<file path="src/rtl/spi_init_sequencer.sv">
// spi_init_sequencer: walks a 32-bit init table and issues one SPI frame per entry to a DAC or ADC.
// Optional macro SEQ_READBACK_VERIFY_EN adds a read-back and compare after every ADC write.
module spi_init_sequencer #(
  parameter int TBL_AW    = 8,
  parameter int BUSY_TMO  = 32,
  parameter int DLY_SHIFT = 6
) (
  input  logic              sys_clk,
  input  logic              reset,
  input  logic              start,
  input  logic              abort,
  output logic [TBL_AW-1:0] tbl_addr,
  input  logic [31:0]       tbl_data,
  output logic              dac_request_write,
  output logic [4:0]        dac_address,
  output logic [11:0]       dac_data,
  output logic              adc_request_write,
  output logic              adc_request_read,
  output logic [10:0]       adc_address,
  output logic [7:0]        adc_data,
  input  logic [7:0]        adc_data_readback,
  input  logic              busy,
  output logic              running,
  output logic              done,
  output logic              error,
  output logic [1:0]        err_code,
  output logic [TBL_AW-1:0] err_index
);

  localparam int DLY_W = 12 + DLY_SHIFT;
  localparam int TMO_W = $clog2(BUSY_TMO + 1);

  localparam logic [1:0] OP_END = 2'b00;
  localparam logic [1:0] OP_ADC = 2'b01;
  localparam logic [1:0] OP_DAC = 2'b10;
  localparam logic [1:0] OP_DLY = 2'b11;

  localparam logic [1:0] E_TMO   = 2'b01;
  localparam logic [1:0] E_WRAP  = 2'b10;
  localparam logic [1:0] E_ABORT = 2'b11;

  typedef enum logic [3:0] {
    IDLE, FETCH, DECODE, ISSUE, WAIT_HI, WAIT_LO, DELAY,
`ifdef SEQ_READBACK_VERIFY_EN
    VERIFY,
`endif
    FINISH
  } state_t;

  state_t            state_q, state_d;
  logic [TBL_AW-1:0] tbl_addr_q, tbl_addr_d;
  logic [1:0]        op_q, op_d;
  logic              dac_req_q, dac_req_d;
  logic [4:0]        dac_addr_q, dac_addr_d;
  logic [11:0]       dac_data_q, dac_data_d;
  logic              adc_wr_q, adc_wr_d;
  logic [10:0]       adc_addr_q, adc_addr_d;
  logic [7:0]        adc_data_q, adc_data_d;
  logic              running_q, running_d;
  logic              done_q, done_d;
  logic              error_q, error_d;
  logic [1:0]        err_code_q, err_code_d;
  logic [TBL_AW-1:0] err_index_q, err_index_d;
  logic [DLY_W-1:0]  dly_q, dly_d;
  logic [TMO_W-1:0]  tmo_q, tmo_d;
  logic              abort_pend_q, abort_pend_d;
`ifdef SEQ_READBACK_VERIFY_EN
  logic              adc_rd_q, adc_rd_d;
  logic              rd_phase_q, rd_phase_d;
`endif

  logic              advance;
  logic              fail;
  logic [1:0]        fail_code;
  logic              unused_bits;

`ifdef SEQ_READBACK_VERIFY_EN
  assign unused_bits = ^{tbl_data[29:27], tbl_data[15:12]};
`else
  assign unused_bits = ^{tbl_data[29:27], tbl_data[15:12], adc_data_readback};
`endif

  always_comb begin
    state_d      = state_q;
    tbl_addr_d   = tbl_addr_q;
    op_d         = op_q;
    dac_req_d    = 1'b0;
    dac_addr_d   = dac_addr_q;
    dac_data_d   = dac_data_q;
    adc_wr_d     = 1'b0;
    adc_addr_d   = adc_addr_q;
    adc_data_d   = adc_data_q;
    running_d    = running_q;
    done_d       = 1'b0;
    error_d      = error_q;
    err_code_d   = err_code_q;
    err_index_d  = err_index_q;
    dly_d        = dly_q;
    tmo_d        = tmo_q;
    abort_pend_d = abort_pend_q;
`ifdef SEQ_READBACK_VERIFY_EN
    adc_rd_d     = 1'b0;
    rd_phase_d   = rd_phase_q;
`endif
    advance      = 1'b0;
    fail         = 1'b0;
    fail_code    = E_ABORT;

    case (state_q)
      IDLE: begin
        // abort in the same cycle as start suppresses the run
        if (start && !abort) begin
          tbl_addr_d   = '0;
          running_d    = 1'b1;
          error_d      = 1'b0;
          err_code_d   = 2'b00;
          err_index_d  = '0;
          abort_pend_d = 1'b0;
          state_d      = FETCH;
        end
      end
      FETCH: begin
        if (abort) fail = 1'b1;
        else       state_d = DECODE;
      end
      DECODE: begin
        op_d       = tbl_data[31:30];
        adc_addr_d = tbl_data[26:16];
        adc_data_d = tbl_data[7:0];
        dac_addr_d = tbl_data[20:16];
        dac_data_d = tbl_data[11:0];
`ifdef SEQ_READBACK_VERIFY_EN
        rd_phase_d = 1'b0;
`endif
        if (abort) begin
          fail = 1'b1;
        end else begin
          case (tbl_data[31:30])
            OP_END: state_d = FINISH;
            OP_DLY: begin
              if (tbl_data[11:0] == 12'd0) begin
                advance = 1'b1;
              end else begin
                dly_d   = DLY_W'(tbl_data[11:0]) << DLY_SHIFT;
                state_d = DELAY;
              end
            end
            default: state_d = ISSUE;
          endcase
        end
      end
      ISSUE: begin
        if (abort) begin
          fail = 1'b1;
        end else if (!busy) begin
          tmo_d   = '0;
          state_d = WAIT_HI;
          if (op_q == OP_DAC)   dac_req_d = 1'b1;
`ifdef SEQ_READBACK_VERIFY_EN
          else if (rd_phase_q) adc_rd_d  = 1'b1;
`endif
          else                  adc_wr_d  = 1'b1;
        end
      end
      WAIT_HI: begin
        abort_pend_d = abort_pend_q | abort;
        if (busy) begin
          state_d = WAIT_LO;
        end else if (tmo_q == TMO_W'(BUSY_TMO - 1)) begin
          fail      = 1'b1;
          fail_code = E_TMO;
        end else begin
          tmo_d = tmo_q + TMO_W'(1);
        end
      end
      WAIT_LO: begin
        abort_pend_d = abort_pend_q | abort;
        // a requested abort is honoured only once the frame has fully drained
        if (!busy) begin
          if (abort_pend_q || abort) fail = 1'b1;
`ifdef SEQ_READBACK_VERIFY_EN
          else if (op_q == OP_ADC)  state_d = VERIFY;
`endif
          else                      advance = 1'b1;
        end
      end
      DELAY: begin
        if (abort)                     fail = 1'b1;
        else if (dly_q == DLY_W'(1))   advance = 1'b1;
        else                           dly_d = dly_q - DLY_W'(1);
      end
`ifdef SEQ_READBACK_VERIFY_EN
      VERIFY: begin
        if (abort) begin
          fail = 1'b1;
        end else if (!rd_phase_q) begin
          rd_phase_d = 1'b1;
          state_d    = ISSUE;
        end else if (adc_data_readback != adc_data_q) begin
          fail      = 1'b1;
          fail_code = 2'b00;
        end else begin
          advance = 1'b1;
        end
      end
`endif
      FINISH: begin
        done_d       = 1'b1;
        running_d    = 1'b0;
        abort_pend_d = 1'b0;
        state_d      = IDLE;
      end
      default: state_d = IDLE;
    endcase

    if (advance) begin
      if (&tbl_addr_q) begin
        fail      = 1'b1;
        fail_code = E_WRAP;
      end else begin
        tbl_addr_d = tbl_addr_q + TBL_AW'(1);
        state_d    = FETCH;
      end
    end

    if (fail) begin
      error_d     = 1'b1;
      err_code_d  = fail_code;
      err_index_d = tbl_addr_q;
      state_d     = FINISH;
    end
  end

  always_ff @(posedge sys_clk or posedge reset) begin
    if (reset) begin
      state_q      <= IDLE;
      tbl_addr_q   <= '0;
      op_q         <= OP_END;
      dac_req_q    <= 1'b0;
      dac_addr_q   <= '0;
      dac_data_q   <= '0;
      adc_wr_q     <= 1'b0;
      adc_addr_q   <= '0;
      adc_data_q   <= '0;
      running_q    <= 1'b0;
      done_q       <= 1'b0;
      error_q      <= 1'b0;
      err_code_q   <= 2'b00;
      err_index_q  <= '0;
      dly_q        <= '0;
      tmo_q        <= '0;
      abort_pend_q <= 1'b0;
`ifdef SEQ_READBACK_VERIFY_EN
      adc_rd_q     <= 1'b0;
      rd_phase_q   <= 1'b0;
`endif
    end else begin
      state_q      <= state_d;
      tbl_addr_q   <= tbl_addr_d;
      op_q         <= op_d;
      dac_req_q    <= dac_req_d;
      dac_addr_q   <= dac_addr_d;
      dac_data_q   <= dac_data_d;
      adc_wr_q     <= adc_wr_d;
      adc_addr_q   <= adc_addr_d;
      adc_data_q   <= adc_data_d;
      running_q    <= running_d;
      done_q       <= done_d;
      error_q      <= error_d;
      err_code_q   <= err_code_d;
      err_index_q  <= err_index_d;
      dly_q        <= dly_d;
      tmo_q        <= tmo_d;
      abort_pend_q <= abort_pend_d;
`ifdef SEQ_READBACK_VERIFY_EN
      adc_rd_q     <= adc_rd_d;
      rd_phase_q   <= rd_phase_d;
`endif
    end
  end

  assign tbl_addr          = tbl_addr_q;
  assign dac_request_write = dac_req_q;
  assign dac_address       = dac_addr_q;
  assign dac_data          = dac_data_q;
  assign adc_request_write = adc_wr_q;
`ifdef SEQ_READBACK_VERIFY_EN
  assign adc_request_read  = adc_rd_q;
`else
  assign adc_request_read  = 1'b0;
`endif
  assign adc_address       = adc_addr_q;
  assign adc_data          = adc_data_q;
  assign running           = running_q;
  assign done              = done_q;
  assign error             = error_q;
  assign err_code          = err_code_q;
  assign err_index         = err_index_q;

endmodule

</file>
<file path="config.mk">
export PLATFORM = sky130hd
export DESIGN_NAME = spi_init_sequencer
export DESIGN_NICKNAME = d
export VERILOG_FILES = /design/src/rtl/spi_init_sequencer.sv
export SDC_FILE = /design/constraint.sdc
export NUM_CORES = 1
export LEC_CHECK = 0
export ABC_AREA = 1
export BUFFER_PORTS_ARGS = -buffer_cell sky130_fd_sc_hd__buf_4
export CORE_UTILIZATION = 54
export DETAILED_ROUTE_END_ITERATION = 10
export GPL_ROUTABILITY_DRIVEN = 0
export GPL_TIMING_DRIVEN = 0
export PLACE_DENSITY = 0.89
export SETUP_SLACK_MARGIN = 0.5
export SYNTH_ARGS = -nofsm -noshare
export SYNTH_HDL_FRONTEND = slang
export SYNTH_SLANG_ARGS = --single-unit
</file>
<file path="constraint.sdc">
create_clock -name sys_clk -period 3.4 [get_ports sys_clk]
set_input_delay 0.68 -clock sys_clk [delete_from_list [all_inputs] [get_ports sys_clk]]
set_output_delay 0.68 -clock sys_clk [all_outputs]
set_load 0.01 [all_outputs]
</file>
==> summary.md <==
| Metric | Value |
|---|---|
| Status | `complete, no violations` |
| Simple-gate share of the synthesized area | `0.270` |
| Initial DRC Count | `305` |
| Port-buffer cells | `87` |
| CTS sink cnt | `77` |
| CTS root buf | `clkbuf_8` |
| Arrival @ worst endpoint | `2.24 ns` |
| Rows | `31` |
| Largest net degree at the start of global routing | `60` |
| Grt met2 use | `0.442` |
| YS warnings | `0` |
| Drt wl/cell | `14.4 um` |
| Flop pwr share | `0.383` |
| Setup slack after layout | `1.38 ns` |
| TritonCTS buffer count | `9` |
| Max stage delay on crit path | `0.49 ns` |
| Most common cell in the synthesized netlist | `nand2_1` |
| CP Launch Type | `flop` |
| CP Class | `flop to flop` |
| Initial antenna violation count | `0` |
| Sequential share of the synthesized area | `0.455` |
| EDFF count, synth | `0` |
| Compound-Gate Fraction of Synth Area | `0.0839` |
| Fill cells | `559` |
| Dominant cells by area after synthesis | `dfrtp_1 (46%), nand2_1 (11%), o21ai_0 (5.1%)` |
| Final core area utilization | `0.710` |
| Async S/R FF share, synth | `1.00` |
| Post-synthesis adder-cell area fraction | `0.0177` |
| MaxCap Viol Count | `0` |
| P_sw | `1520 uW` |
| Nets | `676` |
| Combinational power share | `0.427` |
| Post-route cell area | `about 5300 sq um` |
| Final wirelength | `10500 um` |
| Hold Crit Class | `primary input to asynchronous set/reset pin` |
| Post-DP Area | `roughly 5000 sq um` |
| Synth Instances | `525` |
| Most used cell, CP | `nand2_1` |
| Sw frac | `0.376` |
| Area share of the largest cell type after synthesis | `0.455` |
| Placement Setup Slack | `roughly 1.2 ns` |
| CTS tree | `yes` |
| Mapped Area | `between 4000 and 5000 sq um` |
| Via count | `3981` |
| Chip width | `90.5 um` |
| CTS Hold Bufs | `0` |
| Worst Path Max Fanout | `10` |
| Tmin final | `~2.0 ns` |
| Register Area | `slightly below 2000 sq um` |
| Total gr overflow | `0` |
| LEAKAGE | `0.00265 uW` |
| Kind of end point of the critical path | `flop` |
| Top Usage Layer GRT | `met2` |
| First-pass GRT wire length | `17900 um` |
| Met3 Usage GRT | `0.0412` |
| Post-DP HPWL | `7550 um` |
| Synth Area in XOR/XNOR | `0.0352` |
| Setup bufs post-CTS | `0` |
| Max-slew violations | `0` |
| Antenna diodes | `0` |
| Synthesized area per cell | `8.06 sq um` |
| PwrDens | `767 nW/um^2` |
| Worst-Skew Late Latency | `0.34 ns` |
| Slowest CP cell | `dfrtp_1` |
| Die H | `90.5 um` |
| Post-synthesis mux area share | `0.0426` |
| Die Footprint | `8200 sq um` |
| Peak Freq | `roughly 0.50 GHz` |
| GRT Util Overall | `0.271` |
| Post-Route Skew | `about 0.0074 ns` |
| Post_cts resized | `0` |
| RR Startpoint | `tbl_addr[0]` |
| Core area | `about 7400 sq um` |
| Critical Path, Cell by Cell | `ha_1 -> nand3_1 -> inv_1 -> nand2_1 -> nor3_1 -> nand3_2 -> buf_2 -> nand4_1 -> nand2_1` |
| Fin. Hold Viols | `0` |
| Flops & latches, synth | `77` |
| Largest family of logic cells by synthesized area | `simple AND/OR/NAND/NOR gates` |
| H-tree depth | `3` |
| Share of cells above drive strength 1 | `0.265` |
| Synth Flop Type | `dfrtp_1` |
| Top delay family on crit path | `simple AND/OR/NAND/NOR gates` |
| CTS clk-pin slew, worst paths | `0.08 ns` |
| Clock share of power | `0.190` |
| Buf/Inv on CP | `2` |
| Initial Util | `0.571` |
| Vias in the first global route | `3858` |
| Largest area contributor in the netlist | `dfrtp_1` |
| First-pass DRT Iterations | `5` |
| Drc violations | `0` |
| Yosys cell types | `35` |
| Antenna viol nets, final | `0` |
| Post-synth top cells | `nand2_1 (128), dfrtp_1 (77), nor2_1 (55)` |
| Io pins | `105` |
| Post-DR vias/cell | `5.46` |
| Post-route setup TNS | `0 ns` |
| Area Growth Syn to Fin | `24.3%` |
| Peak VDD IR | `around 0.00047 V` |
| Pwr Total | `4030 uW` |
| Worst Setup SP | `tbl_addr[0]` |
| Worst EP required | `3.63 ns` |
| Clk buf depth | `2` |
| Setup violations, final | `0` |
| Multi-input logic area | `around 1900 sq um` |
| RSZ-0062 raised after global routing | `no` |
| Final worst path period share | `0.593` |
| Met1 Usage GRT | `0.358` |
| Int Power | `~2500 uW` |
## registers in the layout (all words and copies together) (netlist names), 2 cells and up
register	count
dac_address	4
tbl_addr	8
adc_address	7
dac_data	12
dly_q	18
err_code	2
op_q	2
err_index	8
state_q	4
tmo_q	6
## through the flow
stage | instances | hold slack, ns
after floorplan | 526 | 0.431
after global placement | 712 | 0.440
after detailed placement | 713 | 0.464
after CTS | 729 | 0.273
after global routing | 729 | 0.274
final | 729 | 0.273
## power by group through the flow
stage               Combinational [uW]  Sequential (uW)  Clock [uW]
finish                            1720             1540         768
global placement                  1630             1530           0
floorplan                          975             1580           0
global route                      1890             1590         827
CTS                               1720             1540         778
detailed placement                1700             1550           0
## cell families after synthesis
family,after synthesis
adders and majority gates,6
AOI/OAI and AO/OA,65
xor gates and xnor gates,17
and+or+nand+nor,259
DFF,77
muxes,16
other,1
buffers and inverters,84
## path summary, 6_finish.rpt
path | endpoint | slack, ns | depth (start not counted)
setup / recovery | err_index[6] | 1.38 | 9
hold / removal | dac_address[2] | 0.27 | 2
setup reg to reg | err_index[6] | 1.38 | 9
hold reg to reg | dac_request_write | 0.47 | 1
max in group asynchronous | dac_data[5] | 2.56 | 3
min in group sys_clk | dac_request_write | 0.47 | 1
## cell usage in the layout, fill, tap and decap left out, types with 2 or more instances in the layout
cell type    n
a21oi_1      6
buf_2        4
buf_4      106
bufinv_16    2
clkbuf_1     7
clkbuf_8    10
conb_1       2
dfrtp_1     77
ha_1         6
inv_1       45
inv_2        8
mux2_2      16
nand2_1    128
nand2_2      4
nand3_1     35
nand3_2      2
nand4_1     13
nor2_1      55
nor2_2       3
nor2_4       4
nor3_1      10
o211ai_1     4
o21ai_0     43
o21ai_1      9
xnor2_1      6
xor2_1      11
## area by class of cell
cell class | count | area share
inverter | 55 | 0.0397
clock buffer | 13 | 0.0283
clock inverter | 3 | 0.0131
sequential | 77 | 0.366
multi-input combinational | 365 | 0.363
timing repair buffer | 88 | 0.129
tap | 99 | 0.0235
buffer | 29 | 0.0369
## layer usage
layer	wire length, um	up-vias
met1	4410	1854
met3	736	31
met4	272	0
li1	-	1881
met2	5060	215
met5	0	-
(Power assumes the default switching activity.)
